`config.mk`:
```
export PLATFORM = sky130hd
export DESIGN_NAME = fft_stage_scheduler
export DESIGN_NICKNAME = d
export VERILOG_FILES = /design/src/rtl/fft_pkg.sv /design/src/rtl/fft_pair_addr_gen.sv /design/src/rtl/fft_stage_scheduler.sv
export SDC_FILE = /design/constraint.sdc
export NUM_CORES = 1
export LEC_CHECK = 0
export ABC_AREA = 0
export CORE_MARGIN = 5
export CORE_UTILIZATION = 44
export DETAILED_ROUTE_END_ITERATION = 6
export PLACE_DENSITY_LB_ADDON = 0.08
export RECOVER_POWER = 50
export SLEW_MARGIN = 20
export SYNTH_ARGS = -nofsm -noshare
export SYNTH_HDL_FRONTEND = slang
export SYNTH_HIERARCHICAL = 1
export SYNTH_SLANG_ARGS = --single-unit
```
`constraint.sdc`:
```
create_clock -name clk -period 3.69 [get_ports clk]
set_input_delay 0.369 -clock clk [delete_from_list [all_inputs] [get_ports clk]]
set_output_delay 0.369 -clock clk [all_outputs]
set_load 0.02 [all_outputs]
```
`src/rtl/fft_pkg.sv`:
```
`default_nettype none
// ============================================================================
// fft_pkg : state encoding and sizing helpers for the FFT stage scheduler
// Rev 1.0 : initial release
// ============================================================================
package fft_pkg;

    function automatic int clog2(input int value);
        int width;
        int rem;
        width = 0;
        rem   = value - 1;
        while (rem > 0) begin
            width = width + 1;
            rem   = rem >> 1;
        end
        return width;
    endfunction

    localparam int STATE_W       = 3;
    localparam int MAX_OUT_LIMIT = 15;
    localparam int OUT_CNT_W     = clog2(MAX_OUT_LIMIT + 1);

    typedef enum logic [STATE_W-1:0] {
        ST_IDLE  = 3'd0,
        ST_ISSUE = 3'd1,
        ST_DRAIN = 3'd2,
        ST_NEXT  = 3'd3,
        ST_DONE  = 3'd4
    } sched_state_t;

endpackage
`default_nettype wire

```
`src/rtl/fft_pair_addr_gen.sv`:
```
`default_nettype none
// ============================================================================
// fft_pair_addr_gen : maps (stage, pair index) to butterfly leg and twiddle addresses
// Rev 1.0 : initial release
// ============================================================================
module fft_pair_addr_gen #(
    parameter int LOG2N = 8
) (
    input  logic [LOG2N-1:0] stage,
    input  logic [LOG2N-2:0] pair,
    output logic [LOG2N-1:0] addr_a,
    output logic [LOG2N-1:0] addr_b,
    output logic [LOG2N-2:0] tw_addr
);
    logic [LOG2N-1:0] one;
    logic [LOG2N-1:0] top_stage;
    logic [LOG2N-1:0] pair_ext;
    logic [LOG2N-1:0] half;
    logic [LOG2N-1:0] pos;
    logic [LOG2N-1:0] grp;

    assign one       = {{(LOG2N-1){1'b0}}, 1'b1};
    assign top_stage = LOG2N'(LOG2N - 1);
    assign pair_ext  = {1'b0, pair};

    assign half   = one << stage;
    assign pos    = pair_ext & (half - one);
    assign grp    = pair_ext >> stage;
    // Group base skips the lower half of each butterfly span.
    assign addr_a = (grp << (stage + one)) | pos;
    assign addr_b = addr_a | half;
    // pos < N/2 always, so it fits the narrower twiddle width before shifting.
    assign tw_addr = pos[LOG2N-2:0] << (top_stage - stage);

endmodule
`default_nettype wire

```
`src/rtl/fft_stage_scheduler.sv`:
```
`default_nettype none
// ============================================================================
// fft_stage_scheduler : issues radix-2 DIT butterfly requests stage by stage
// Optional statistics counters enabled by defining FFT_SCHED_STATS_EN.
// Rev 1.0 : initial release
// ============================================================================
module fft_stage_scheduler #(
    parameter int N       = 256,
    parameter int LOG2N   = 8,
    parameter int MAX_OUT = 4
) (
    input  logic             clk,
    input  logic             reset,
    input  logic             start,
    output logic             busy,
    output logic             done,
    output logic [LOG2N-1:0] stage,
    output logic             rd_bank,
    output logic             bf_req_valid,
    input  logic             bf_req_ready,
    output logic [LOG2N-1:0] bf_addr_a,
    output logic [LOG2N-1:0] bf_addr_b,
    output logic [LOG2N-2:0] bf_tw_addr,
    input  logic             bf_rsp_valid,
    output logic             err_unexp_rsp,
    output logic [31:0]      cycle_count,
    output logic [31:0]      stall_count
);
    import fft_pkg::*;

    localparam int PAIR_W = LOG2N - 1;

    sched_state_t           state_q, state_d;
    logic [LOG2N-1:0]       stage_q, stage_d;
    logic [PAIR_W-1:0]      pair_q, pair_d;
    logic                   rd_bank_q, rd_bank_d;
    logic [OUT_CNT_W-1:0]   outstanding_q, outstanding_d;
    logic                   err_q, err_d;
    logic [LOG2N-1:0]       addr_a_q, addr_b_q, addr_a_d, addr_b_d;
    logic [PAIR_W-1:0]      tw_q, tw_d;

    logic req_valid;
    logic req_fire;
    logic last_pair;
    logic last_stage;
    logic start_accept;

    assign req_valid    = (state_q == ST_ISSUE) && (outstanding_q < OUT_CNT_W'(MAX_OUT));
    assign req_fire     = req_valid && bf_req_ready;
    assign last_pair    = (pair_q == PAIR_W'(N/2 - 1));
    assign last_stage   = (stage_q == LOG2N'(LOG2N - 1));
    assign start_accept = (state_q == ST_IDLE) && start;

    always_comb begin
        state_d   = state_q;
        stage_d   = stage_q;
        pair_d    = pair_q;
        rd_bank_d = rd_bank_q;
        case (state_q)
            ST_IDLE: begin
                if (start_accept) begin
                    state_d   = ST_ISSUE;
                    stage_d   = '0;
                    pair_d    = '0;
                    rd_bank_d = 1'b0;
                end
            end
            ST_ISSUE: begin
                if (req_fire) begin
                    pair_d = pair_q + 1'b1;
                    if (last_pair) begin
                        state_d = ST_DRAIN;
                    end
                end
            end
            ST_DRAIN: begin
                if (outstanding_q == '0) begin
                    state_d = ST_NEXT;
                end
            end
            ST_NEXT: begin
                if (last_stage) begin
                    state_d = ST_DONE;
                end else begin
                    state_d   = ST_ISSUE;
                    stage_d   = stage_q + 1'b1;
                    rd_bank_d = ~rd_bank_q;
                    pair_d    = '0;
                end
            end
            ST_DONE: begin
                state_d = ST_IDLE;
            end
            default: begin
                state_d = ST_IDLE;
            end
        endcase
    end

    // A simultaneous accept and write-back cancel out.
    always_comb begin
        outstanding_d = outstanding_q;
        err_d         = err_q;
        if (bf_rsp_valid && (outstanding_q == '0)) begin
            err_d = 1'b1;
        end
        case ({req_fire, bf_rsp_valid})
            2'b10:   outstanding_d = outstanding_q + 1'b1;
            2'b01:   if (outstanding_q != '0) outstanding_d = outstanding_q - 1'b1;
            default: outstanding_d = outstanding_q;
        endcase
    end

    // Addresses are computed from the next pair so they register in step with it.
    fft_pair_addr_gen #(
        .LOG2N (LOG2N)
    ) u_addr_gen (
        .stage   (stage_d),
        .pair    (pair_d),
        .addr_a  (addr_a_d),
        .addr_b  (addr_b_d),
        .tw_addr (tw_d)
    );

    always_ff @(posedge clk or negedge reset) begin
        if (!reset) begin
            state_q       <= ST_IDLE;
            stage_q       <= '0;
            pair_q        <= '0;
            rd_bank_q     <= 1'b0;
            outstanding_q <= '0;
            err_q         <= 1'b0;
            addr_a_q      <= '0;
            addr_b_q      <= '0;
            tw_q          <= '0;
        end else begin
            state_q       <= state_d;
            stage_q       <= stage_d;
            pair_q        <= pair_d;
            rd_bank_q     <= rd_bank_d;
            outstanding_q <= outstanding_d;
            err_q         <= err_d;
            addr_a_q      <= addr_a_d;
            addr_b_q      <= addr_b_d;
            tw_q          <= tw_d;
        end
    end

`ifdef FFT_SCHED_STATS_EN
    logic [31:0] cycle_q;
    logic [31:0] stall_q;

    // Counters run only outside IDLE, so they hold their value after done.
    always_ff @(posedge clk or negedge reset) begin
        if (!reset) begin
            cycle_q <= '0;
            stall_q <= '0;
        end else if (start_accept) begin
            cycle_q <= '0;
            stall_q <= '0;
        end else begin
            if (state_q != ST_IDLE) begin
                cycle_q <= cycle_q + 32'd1;
            end
            if (req_valid && !bf_req_ready) begin
                stall_q <= stall_q + 32'd1;
            end
        end
    end

    assign cycle_count = cycle_q;
    assign stall_count = stall_q;
`else
    assign cycle_count = '0;
    assign stall_count = '0;
`endif

    assign busy          = (state_q != ST_IDLE);
    assign done          = (state_q == ST_DONE);
    assign stage         = stage_q;
    assign rd_bank       = rd_bank_q;
    assign bf_req_valid  = req_valid;
    assign bf_addr_a     = addr_a_q;
    assign bf_addr_b     = addr_b_q;
    assign bf_tw_addr    = tw_q;
    assign err_unexp_rsp = err_q;

endmodule
`default_nettype wire

```
## Word level (Yosys, flattened, before mapping)

Index checks and enable logic that the tools add are counted.

| word-level totals | value |
|---|---|
| register bits after elaboration | 47 |
| input port bits | 5 |
| output and inout port bits | 100 |
| word-level logic and storage cells | 70 |

| cells by class | value |
|---|---|
| $add $sub $neg | 7 |
| magnitude comparators | 1 |
| eq/ne operators | 14 |
| shift operators | 4 |
| mux-type cells | 18 |
| bitwise gates (word level) | 4 |
| reduce and logical (&&, ||, !) cells | 13 |

Operators by type and width:

| operator | number |
|---|---|
| $mux W7 | 3 |
| $pmux W7 S3 | 1 |
| $add A8 B1 Y8 const B | 2 |
| $mux W8 | 2 |
| $or A8 B8 Y8 | 2 |
| $pmux W8 S2 | 1 |
| $mux W3 | 5 |
| $ne A2 B2 Y1 const B | 6 |
| $pmux W3 S4 | 1 |
| $and A7 B8 Y8 | 1 |
| $eq A8 B3 Y1 const B | 1 |
| $pmux W4 S2 | 1 |
| $shl A1 B8 Y8 const A | 1 |
| $shl A7 B8 Y7 | 1 |
| $shl A8 B8 Y8 | 1 |
| $shr A7 B8 Y8 | 1 |
| $sub A3 B8 Y8 const A | 1 |
| $sub A8 B1 Y8 const B | 1 |
| $add A7 B1 Y7 const B | 1 |
| $eq A7 B7 Y1 const B | 1 |
| $eq A3 B2 Y1 const B | 2 |
| $add A4 B1 Y4 const B | 1 |
| $logic_and A1 B1 Y1 | 4 |
| $logic_not A4 Y1 | 1 |
| 17 further kinds | 19 |

## Depth between registers and ports, before layout

Gate-level depths: netlist of the first run.

| logic depth | value |
|---|---|
| depth after elaboration | 9 |
| gate-level depth with buffers | 17 |
| mapped depth without buffers | 14 |

## Hierarchy

The synthesis of the first run kept the hierarchy.

Modules (own cells, without submodules):

| module | instances | cells an instance | area an instance (µm²) | sequential area each (µm²) |
|---|---|---|---|---|
| fft_stage_scheduler | 1 | 231 | 2503.7 | 1176.1 |
| fft_pair_addr_gen | 1 | 201 | 1308.8 | 0.0 |

## Least setup slack after synthesis of the first run

OpenSTA, ideal clock, no wires.

| path | value |
|---|---|
| kind | register to register |
| start point | reg stage_q[0], in the netlist stage[0] |
| end point | reg tw_q[5], in the netlist bf_tw_addr[5] |
| library setup time | 0.126 ns |
| data arrival time | 3.876 ns |
| required time | 3.564 ns |
| path slack | -0.313 ns |
| stages on the path, launching flop included | 17 |
| path buffers | 3 |
| clock period less this slack | 4.003 ns |
| cell sequence | dfrtp_1 > ha_1 > nor4b_4 > a31oi_2 > buf_6 > a221o_1 > or3_1 > buf_6 > nor3_1 > nand2_1 > ha_1 > clkbuf_1 > inv_1 > a31oi_1 > a2111oi_0 > nor4_1 > a311o_1 |

| on the way | value |
|---|---|
| cells in the longest elaborated chain, start to end | 7 |
| elaborated cells on any way between the ends | 12 |
| those cells by class | 3 x add/sub; 1 x eq/ne; 2 x shift; 5 x mux; 1 x bitwise |

Ends and longest elaborated chain:

| what | RTL line | source |
|---|---|---|
| from (decl) | fft_stage_scheduler.sv:34 | `logic [LOG2N-1:0] stage_q, stage_d;` |
| from (signal assigned) | fft_stage_scheduler.sv:138 | `stage_q <= stage_d;` |
| $add A8 B1 Y8 / $eq A8 B3 Y1 (equally long branches) | fft_stage_scheduler.sv:86, fft_stage_scheduler.sv:51 |  |
| $mux W8 * | fft_stage_scheduler.sv:82 | `if (last_stage) begin` |
| $pmux W8 S2 * | fft_stage_scheduler.sv:59 | `case (state_q)` |
| named net stage_d[7] | fft_stage_scheduler.sv:34 |  |
| $shl A1 B8 Y8 | fft_pair_addr_gen.sv:26 | `assign half = one << stage;` |
| $sub A8 B1 Y8 | fft_pair_addr_gen.sv:27 | `assign pos = pair_ext & (half - one);` |
| $and A7 B8 Y8 | fft_pair_addr_gen.sv:27 |  |
| $shl A7 B8 Y7 * | fft_pair_addr_gen.sv:33 | `assign tw_addr = pos[LOG2N-2:0] << (top_stage - stage);` |
| named net tw_d[5] | fft_stage_scheduler.sv:40 | `logic [PAIR_W-1:0] tw_q, tw_d;` |
| to (signal assigned) | fft_stage_scheduler.sv:145 | `tw_q <= tw_d;` |
| to (decl) | fft_stage_scheduler.sv:40 |  |

Mark *: on every way through the listed nets, which the timed path passes. The rest lies on a longest branch.
A chain may end at the register's enable or synchronous reset.

## Final worst setup path of the first run

| path | value |
|---|---|
| start point | reg stage_q[0], in the netlist stage[0] |
| end point | reg addr_b_q[1], in the netlist bf_addr_b[1] |

| on the way | value |
|---|---|
| cells in the longest elaborated chain, start to end | 8 |
| elaborated cells on any way between the ends | 15 |
| those cells by class | 3 x add/sub; 1 x eq/ne; 3 x shift; 5 x mux; 3 x bitwise |

Ends and longest elaborated chain:

| what | RTL line | source |
|---|---|---|
| $add A8 B1 Y8 / $eq A8 B3 Y1 (equally long branches) | fft_stage_scheduler.sv:86, fft_stage_scheduler.sv:51 |  |
| $mux W8 * | fft_stage_scheduler.sv:82 |  |
| $pmux W8 S2 * | fft_stage_scheduler.sv:59 |  |
| named net stage_d[1] | fft_stage_scheduler.sv:34 |  |
| parallel branches: the longest is 4 deep, another holds $add A8 B1 Y8 | n/a |  |
| $or A8 B8 Y8 * | fft_pair_addr_gen.sv:31 | `assign addr_b = addr_a \| half;` |
| named net addr_b_d[1] | fft_stage_scheduler.sv:39 | `logic [LOG2N-1:0] addr_a_q, addr_b_q, addr_a_d, addr_b_d;` |
| to (signal assigned) | fft_stage_scheduler.sv:144 | `addr_b_q <= addr_b_d;` |
| to (decl) | fft_stage_scheduler.sv:39 |  |

Mark *: on every way through the listed nets, which the timed path passes.

==> results.json, run 1 <==
{
  "cp_top_family": "compound AO/OA/AOI/OAI gates",
  "r2r-start": "stage[0]",
  "utilization": 0.5374,
  "cp-startpoint": "stage[0]",
  "clockPowerShare": 0.116,
  "run_status": "finished, violations left",
  "critPathCaptureType": "flip-flop",
  "fp.dieArea_mm2": 0.01063,
  "timing.critical_path.to": "bf_addr_b[1]",
  "failed_checks": "max-capacitance violations, max-slew violations",
  "clock_latency_ns": 0.31,
  "critical_path_arrival_ns": 3.75,
  "crit_cells": 14,
  "seq_power_share": 0.245,
  "crit_type": "flip-flop to flip-flop",
  "cts_inserted_buffers": 5,
  "setup_viol": 0,
  "cts_sinks": 47,
  "cpPeakStageDelay_ns": 0.37,
  "max-cap-violations": 1,
  "finClkSkew_ns": 0.01594,
  "stdcell_area_mm2": 0.004618,
  "dp_hpwl_um": 7696,
  "finalCriticalPeriod_ns": 3.499,
  "ys_ff_latch": 47,
  "cts_tree": "done",
  "min_path_type": "flip-flop to flip-flop",
  "path_max_fanout": 12,
  "grt_max_degree": 48,
  "cp_data_required_time_ns": 3.94,
  "startpoint_type": "flip-flop",
  "leakagePower_nw": 2.061,
  "ant_nets": 0,
  "pwr-share-comb": 0.638,
  "yosys.area.top_type_share": 0.3085,
  "syn-mean-instance-area_um2": 8.825,
  "vdd_ir_drop_max_uv": 283.3,
  "root_buffer": "clkbuf_8",
  "dr.pass1.iters": 5,
  "fillCellCount": 807,
  "ys_seq_area_frac": 0.3085,
  "timing.fmax_ghz": 0.2858,
  "grt_usage": 0.1893,
  "antenna_found_initial": 0,
  "cp_common_cell": "buf_4",
  "yosysMostFrequentCell": "buf_4",
  "ys.flop_type": "dfrtp_1",
  "clk_pin_slew_ns": 0.10,
  "switchingPower_w": 0.001305,
  "ys_types": 80,
  "worst_pin_slew_ns": 2.533,
  "synthCells": 432,
  "vias": 3461,
  "syn_area_mm2": 0.003812,
  "port_buffers": 40,
  "rows": 34,
  "regToRegSetupSlack_ns": 0.19,
  "pin_count": 105,
  "finalCritPeriodShare": 0.9483,
  "hold-worst-slack_ns": 0.4639,
  "drtIter0Drc": 245,
  "ys_async_sr_fraction": 1.000,
  "drive_gt1_frac": 0.2058,
  "slowest_stage": "dfrtp_2",
  "clockBufferDepth": 2,
  "reg2reg_depth": 14,
  "areaGrowthSynthToFinish_pct": 21.14,
  "post-place-ws_ns": -0.2743,
  "layout_setup_ws_ns": 0.1907,
  "core_area_mm2": 0.008593,
  "crit_chain": "ha_2 -> nor4b_4 -> buf_4 -> nand3_2 -> o21a_1 -> o21ai_1 -> buf_4 -> buf_4 -> nand2b_1 -> o22a_1 -> a31oi_1 -> nand2_1 -> o311ai_0 -> buf_4",
  "dpl-instance-area_mm2": 0.004449,
  "grt_pass1_vias": 3149,
  "n_antenna_cell": 0,
  "yosys.area.top_type": "dfrtp_1",
  "post_drt_wl_per_cell_um": 16.20,
  "synth_area_leaders": "dfrtp_1, buf_4, mux2i_1, nand2_1, a21oi_1",
  "grt_pass1_wl_um": 15900,
  "yosysWarnings": 6,
  "initial_core_util": 0.4437,
  "power_density_mw_per_mm2": 618.2,
  "slew_violations": 48,
  "drt-total-wl_um": 10170,
  "netlist_top_cells_count": "buf_4, dfrtp_1, nand2_1",
  "place.gp.congestion": 0.9516,
  "layout.nets": 531,
  "critPathBufInv": 4,
  "slew_headroom": -0.6884,
  "r2r_end": "bf_addr_b[1]",
  "p_sw_frac": 0.4569,
  "die_h_um": 103.1,
  "hold_violations": 0,
  "viasPerCell": 5.511,
  "drc": 0,
  "die_w_um": 103.1,
  "grt_overflow": 0,
  "p_int_w": 0.001550,
  "synth_edf_count": 0,
  "cts.htree.levels": 2
}
[cells in the final DEF (no fill, tap or decap), types with 5 or more instances in the layout]
cell / Yosys / layout
o21a_1: 5 / 5
clkdlybuf4s50_1: 0 / 38
clkbuf_8: 2 / 6
nor2_1: 20 / 20
ha_1: 7 / 6
conb_1: 1 / 64
and3_1: 7 / 7
dfrtp_1: 47 / 45
o21ai_0: 19 / 17
a31oi_1: 8 / 8
a21o_1: 6 / 6
xnor2_1: 5 / 5
a21oi_1: 19 / 18
or2_2: 5 / 5
inv_1: 12 / 11
a211oi_1: 7 / 7
nand2b_1: 10 / 10
nand3_1: 8 / 8
nor3_1: 13 / 12
nor4_1: 8 / 8
buf_4: 66 / 62
mux2i_1: 13 / 12
nand4_1: 7 / 7
nand2_1: 27 / 27
[sequential cells by signal, summed over array words and instances (netlist names)]
signal / count
bf_tw_addr: 7
state_q: 3
err_unexp_rsp: 1
rd_bank: 1
bf_addr_a: 8
stage: 8
pair_q: 7
outstanding_q: 4
bf_addr_b: 8
[worst min path at each step]
| stage | depth (start not counted) | to | startpoint |
|---|---|---|---|
| 2_1_floorplan | 0 | bf_addr_a[0] | reset |
| 3_3_place_gp | 1 | err_unexp_rsp | err_unexp_rsp |
| 6_report | 1 | err_unexp_rsp | err_unexp_rsp |
| 5_1_grt | 1 | err_unexp_rsp | err_unexp_rsp |
| 3_5_place_dp | 1 | err_unexp_rsp | err_unexp_rsp |
| 4_1_cts | 1 | outstanding_q[2] | reset |
[metrics by stage]
stage | instances | power (W) | TNS [ns]
2_1_floorplan | 495 | 0.001832 | 0
3_3_place_gp | 616 | 0.002487 | -0.2789
3_5_place_dp | 616 | 0.002487 | -0.5147
4_1_cts | 624 | 0.002833 | 0
5_1_grt | 628 | 0.003054 | -0.02965
6_report | 628 | 0.002855 | 0
[power by group through the flow]
stage / registers (W) / logic [W] / clock network [W]
after floorplan: 0.000785 / 0.00105 / 0
after global placement: 0.000708 / 0.00178 / 0
after detailed placement: 0.000712 / 0.00178 / 0
after CTS: 0.000702 / 0.00178 / 0.000350
after global routing: 0.000718 / 0.00197 / 0.000370
final: 0.000701 / 0.00182 / 0.000332
[per-layer routing]
layer | global-route usage | share of wire | vias up
met2 | 0.2817 | 0.45 | 127
met5 | 0 | 0 | -
met1 | 0.2860 | 0.47 | 1682
li1 | - | - | 1641
met4 | 0.04781 | 0.012 | 0
met3 | 0.02842 | 0.070 | 11
[kinds of logic (layout without fill, tap and decap cells)]
family	after synthesis	in the layout	synth area share
AOI/OAI and AO/OA	116	117	0.2228
adders and majority gates	7	7	0.02297
xor gates and xnor gates	6	6	0.01378
other	1	64	0.0009836
DFF	47	47	0.3085
buffers and inverters	101	125	0.1789
and+or+nand+nor	140	140	0.2150
muxes	14	14	0.03708
[area by class of cell]
cell class	instances	area [um^2]	area share
clock inverter	2	16.27	0.003522
multi-input combinational	348	2257	0.4888
tap	108	135.1	0.02926
timing repair buffer	104	899.6	0.1948
inverter	13	48.80	0.01057
clock buffer	6	82.58	0.01788
sequential	47	1179	0.2552
[timing repair]
| item | in CTS | in global routing |
|---|---|---|
| setup buffers | 0 | 3 |
| gates resized for setup | 0 | 7 |
| setup endpoints to repair | 0 | 3 |
| hold buffers | 0 | 0 |
[worst reg2reg max path, stage by stage, from the launching register on]
cell      delay (ns)
dfrtp_2         0.37
ha_2            0.18
nor4b_4         0.30
buf_4           0.18
nand3_2         0.13
o21a_1          0.28
o21ai_1         0.21
buf_4           0.18
buf_4           0.17
nand2b_1        0.26
o22a_1          0.30
a31oi_1         0.22
nand2_1         0.15
o311ai_0        0.34
buf_4           0.18
(Power assumes the default switching activity.)
==> run 2, diff against run 1 <==
--- a/config.mk
+++ b/config.mk
@@ -6,8 +6,9 @@
 export NUM_CORES = 1
 export LEC_CHECK = 0
 export ABC_AREA = 0
-export CORE_MARGIN = 5
+export CORE_MARGIN = 4
 export CORE_UTILIZATION = 44
+export CTS_CLUSTER_DIAMETER = 60
 export DETAILED_ROUTE_END_ITERATION = 6
 export PLACE_DENSITY_LB_ADDON = 0.08
 export RECOVER_POWER = 50
==> run 2 against run 1 <==
  * The flow still finishes with violations (max-capacitance violations, max-slew violations)
  * Global-route usage rose by 1.0 points
  * Clock power rose by 35%
  * Setup slack worse by 0.019 ns
  * First-iteration DRC count decreased by 0.82%
  * Sequential power about the same
  * Hold slack gained 0.0059 ns
  * Clock skew decreased by 0.0017 ns
  * Register-to-register slack barely moved
==> results.json, run 2 (synthesized netlist as in run 1, its figures left out) <==
{
  "cts_tree": "done",
  "post-place-ws_ns": -0.2906,
  "grt_pass1_vias": 3156,
  "min_path_type": "flip-flop to flip-flop",
  "startpoint_type": "input port",
  "pin_count": 105,
  "worst_pin_slew_ns": 2.502,
  "place.gp.congestion": 0.9267,
  "stdcell_area_mm2": 0.004578,
  "clock_latency_ns": 0.31,
  "grt_usage": 0.1997,
  "die_w_um": 101.1,
  "hold-worst-slack_ns": 0.4699,
  "finalCritPeriodShare": 0.9536,
  "grt_overflow": 0,
  "drtIter0Drc": 243,
  "dpl-instance-area_mm2": 0.004403,
  "power_density_mw_per_mm2": 650.4,
  "crit_type": "input port to flip-flop",
  "grt_max_degree": 48,
  "die_h_um": 101.1,
  "r2r-start": "stage[0]",
  "grt_pass1_wl_um": 16310,
  "hp-start": "err_unexp_rsp",
  "viasPerCell": 5.564,
  "dp_cells": 609,
  "hold_violations": 0,
  "finalCriticalPeriod_ns": 3.519,
  "cts_sinks": 47,
  "vdd_ir_drop_max_uv": 267.2,
  "drc": 0,
  "slew_violations": 48,
  "drt-total-wl_um": 10070,
  "timing.fmax_ghz": 0.2842,
  "clk_pin_slew_ns": 0.10,
  "critPathCaptureType": "flip-flop",
  "dr.pass1.iters": 5,
  "run_status": "finished, violations left",
  "seqCellArea_mm2": 0.001179,
  "final_common_cell": "conb_1",
  "slew_headroom": -0.6678,
  "antenna_found_initial": 0,
  "post_drt_wl_per_cell_um": 16.27,
  "n_antenna_cell": 0,
  "cts.htree.levels": 2,
  "fillCellCount": 784,
  "failed_checks": "max-capacitance violations, max-slew violations",
  "drive_gt1_frac": 0.1946,
  "ant_nets": 0,
  "cp_data_required_time_ns": 3.92,
  "port_buffers": 40,
  "max-cap-violations": 1,
  "final_cell_mix": "conb_1, buf_4, dfrtp_1",
  "regToRegSetupSlack_ns": 0.18,
  "multi_input_comb_area_mm2": 0.002237,
  "critical_path_arrival_ns": 3.75,
  "setup_viol": 0,
  "core_area_mm2": 0.008341,
  "dp_hpwl_um": 7634,
  "root_buffer": "clkbuf_8",
  "cts_hold_buf": 0,
  "path_max_fanout": 4,
  "cp-startpoint": "start",
  "fin_setup_tns_ns": 0,
  "clockBufferDepth": 2,
  "layout_setup_ws_ns": 0.1712,
  "finClkSkew_ns": 0.01424,
  "fp.dieArea_mm2": 0.01022,
  "instances_no_fill": 619,
  "areaGrowthSynthToFinish_pct": 20.09,
  "vias": 3444,
  "leakagePower_nw": 2.090,
  "cts_inserted_buffers": 5,
  "initial_core_util": 0.4571,
  "rows": 33,
  "layout.nets": 525
}
-- run 2: cell types whose count changed in the layout (fill, tap and decap cells not counted), sizes merged --
cell and delta:
dlygate4sd3 +13, a31oi -1, clkinvlp -1, clkdlybuf4s50 -13
clkinv -1, bufinv +2, buf -5
-- run 2: timing repair --
item / 4_1_cts / 5_1_grt
setup buffers: 0 / 2
resized for setup: 0 / 6
setup endpoints to repair: 0 / 6
-- run 2: per-layer routing --
metal  up-vias  routed length, um  GRT usage  part of all wire
met3        22                883    0.04083             0.088
met5         -                  0          0                 0
met1      1629               4494     0.2924              0.45
li1       1622                  -          -                 -
met4         0                201    0.06033             0.020
met2       171               4494     0.2943              0.45
-- run 2: worst paths after layout --
check / end / cells past startpoint
max in group asynchronous: stage[1] / 1
hold / removal: err_unexp_rsp / 1
setup reg to reg: bf_tw_addr[5] / 13
hold reg to reg: err_unexp_rsp / 1
setup / recovery: bf_tw_addr[5] / 12
min in group asynchronous: outstanding_q[2] / 1
-- run 2: final cells by class --
cell class,count,area share
multi-input cells,347,0.4887
flip-flops and latches,47,0.2574
repair buffers,99,0.1856
well taps,105,0.02870
clock buffers,6,0.01585
clock inverters,2,0.01312
inverters,13,0.01066
-- run 2: through the flow --
stage | utilization | total power (W)
floorplan | - | 0.001832
global placement | 0.5279 | 0.002494
detailed placement | 0.5279 | 0.002498
CTS | 0.5438 | 0.002958
global route | 0.5489 | 0.003190
finish | 0.5489 | 0.002978
-- run 2: power breakdown --
group / switching, W / internal, W
clock network: 0.000176 / 0.000271
registers: 0.0000819 / 0.000619
logic: 0.00105 / 0.000780
-- run 2: worst max-delay path: stages --
cell             delay (ns)
clkdlybuf4s50_1        0.48
or3b_1                 0.38
a21o_1                 0.22
a221o_1                0.36
or3_4                  0.42
nor3_2                 0.16
nand2_1                0.10
ha_1                   0.30
nand2b_1               0.19
or2_2                  0.32
a2111oi_2              0.29
a311o_1                0.18
==> run 3, diff against run 2 <==
--- a/config.mk
+++ b/config.mk
@@ -10,7 +10,7 @@
 export CORE_UTILIZATION = 44
 export CTS_CLUSTER_DIAMETER = 60
 export DETAILED_ROUTE_END_ITERATION = 6
-export PLACE_DENSITY_LB_ADDON = 0.08
+export PLACE_DENSITY_LB_ADDON = 0.12
 export RECOVER_POWER = 50
 export SLEW_MARGIN = 20
 export SYNTH_ARGS = -nofsm -noshare
==> run 3 against run 2 <==
  * The flow still finishes with violations (max-capacitance violations, max-slew violations)
  * Via count up 1.1%
  * Cell count rose by 1.3%
  * Sequential share of layout area barely moved
  * Combinational power about the same
  * Largest cell class unchanged
  * Count of clock-buffer cells in the layout unchanged
  * Maximum frequency fell by 1.4%
  * Critical endpoint unchanged
  * Cell area is 0.11% higher
  * Die area unchanged
==> results.json, run 3 (synthesized netlist as in run 1, its figures left out) <==
{
  "cts_sinks": 47,
  "initial_core_util": 0.4571,
  "timing.fmax_ghz": 0.2802,
  "fillCellCount": 818,
  "finalCritPeriodShare": 0.9671,
  "vdd_ir_drop_max_uv": 353.3,
  "worst_pin_slew_ns": 2.517,
  "grt_pass1_vias": 3151,
  "min_path_type": "flip-flop to flip-flop",
  "port_buffers": 40,
  "rows": 33,
  "cts_tree": "done",
  "cp_data_required_time_ns": 3.93,
  "hold_violations": 0,
  "post-place-ws_ns": -0.2663,
  "grt_pass1_wl_um": 16670,
  "die_w_um": 101.1,
  "startpoint_type": "input port",
  "cts.htree.levels": 2,
  "critical_path_arrival_ns": 3.81,
  "viasPerCell": 5.555,
  "rsz0062_at_grt": "yes",
  "layout_setup_ws_ns": 0.1214,
  "clockBufferDepth": 2,
  "areaGrowthSynthToFinish_pct": 20.22,
  "core_area_mm2": 0.008341,
  "leakagePower_nw": 2.111,
  "drtIter0Drc": 245,
  "critPathBufInv": 1,
  "final_cell_mix": "buf_4, conb_1, dfrtp_1",
  "path_max_fanout": 4,
  "dr.pass1.iters": 5,
  "clock_latency_ns": 0.30,
  "max-cap-violations": 1,
  "failed_checks": "max-capacitance violations, max-slew violations",
  "vias": 3483,
  "root_buffer": "clkbuf_8",
  "pin_count": 105,
  "place.gp.congestion": 0.9390,
  "slew_headroom": -0.6781,
  "grt_max_degree": 48,
  "drt-total-wl_um": 10550,
  "cts_inserted_buffers": 5,
  "crit_type": "input port to flip-flop",
  "layout.nets": 534,
  "n_antenna_cell": 0,
  "run_status": "finished, violations left",
  "power_density_mw_per_mm2": 625.3,
  "cp_top_family": "simple AND/OR/NAND/NOR gates",
  "slew_violations": 48,
  "die_h_um": 101.1,
  "dp_hpwl_um": 8134,
  "ant_nets": 0,
  "crit_chain": "clkdlybuf4s50_1 -> or3b_1 -> a21o_1 -> a221o_1 -> or3_4 -> nor3_2 -> nand2_1 -> ha_1 -> nand2b_1 -> or2_2 -> a2111oi_2 -> a311o_1",
  "hold-worst-slack_ns": 0.4583,
  "final_common_cell": "buf_4",
  "antenna_found_initial": 0,
  "cpPeakStageDelay_ns": 0.47,
  "finalCriticalPeriod_ns": 3.569,
  "finClkSkew_ns": 0.009480,
  "clk_pin_slew_ns": 0.09,
  "setup_viol": 0,
  "grt_overflow": 0,
  "grt_usage": 0.2058,
  "post_drt_wl_per_cell_um": 16.83,
  "fp.dieArea_mm2": 0.01022,
  "drc": 0,
  "drive_gt1_frac": 0.2069,
  "slowest_stage": "clkdlybuf4s50_1",
  "power.total_w": 0.002866,
  "critPathCaptureType": "flip-flop"
}
[run 3: cell count changes in the layout (fill, tap and decap cells not counted), sizes merged]
cell and change:
bufinv -2, clkinv +1, buf +9
[run 3: through the flow]
| stage | setup TNS, ns | instances | util | cell area (um^2) |
|---|---|---|---|---|
| floorplan | 0 | 495 | - | 4066 |
| global placement | -0.4224 | 616 | 0.5327 | 4443 |
| detailed placement | -0.7196 | 616 | 0.5327 | 4443 |
| CTS | 0 | 623 | 0.5443 | 4539 |
| global route | -0.06578 | 627 | 0.5495 | 4583 |
| finish | 0 | 627 | 0.5495 | 4583 |
[run 3: power breakdown]
part	total, W	leakage (nW)	switching [W]	internal (W)
Clock	0.000317	0.0470	0.000170	0.000147
Combinational	0.00185	1.44	0.00107	0.000779
Sequential	0.000700	0.625	0.0000803	0.000619
[run 3: path summary, 6_finish.rpt]
kind	start	to	slack [ns]	cells after the start
setup / recovery	start	bf_tw_addr[5]	0.12	12
hold / removal	err_unexp_rsp	err_unexp_rsp	0.46	1
setup reg to reg	stage[0]	bf_tw_addr[5]	0.16	13
hold reg to reg	err_unexp_rsp	err_unexp_rsp	0.46	1
max in group asynchronous	reset	stage[0]	1.24	1
min in group asynchronous	reset	outstanding_q[2]	0.84	1
[run 3: area by class of cell]
class	count	area [um^2]	area share
clock buffers	6	82.58	0.01802
flip-flops and latches	47	1179	0.2572
inverters	13	48.80	0.01065
multi-input cells	347	2232	0.4870
repair buffers	108	904.6	0.1974
clock inverters	1	5.005	0.001092
well taps	105	131.4	0.02867
[run 3: layer usage]
metal	vias to the layer above	track usage	routed length, um
li1	1645	-	-
met1	1676	0.3044	4937
met2	151	0.3073	4661
met3	11	0.04152	814
met4	0	0.04806	138
met5	-	0	0
[run 3: what timing repair did]
item | 4_1_cts | 5_1_grt
resized for setup | 1 | 6
cloned | 0 | 0
setup buffers | 0 | 4
pin swaps | 0 | 1
endpoints found under the setup margin | 1 | 5
hold buffers | 0 | 0
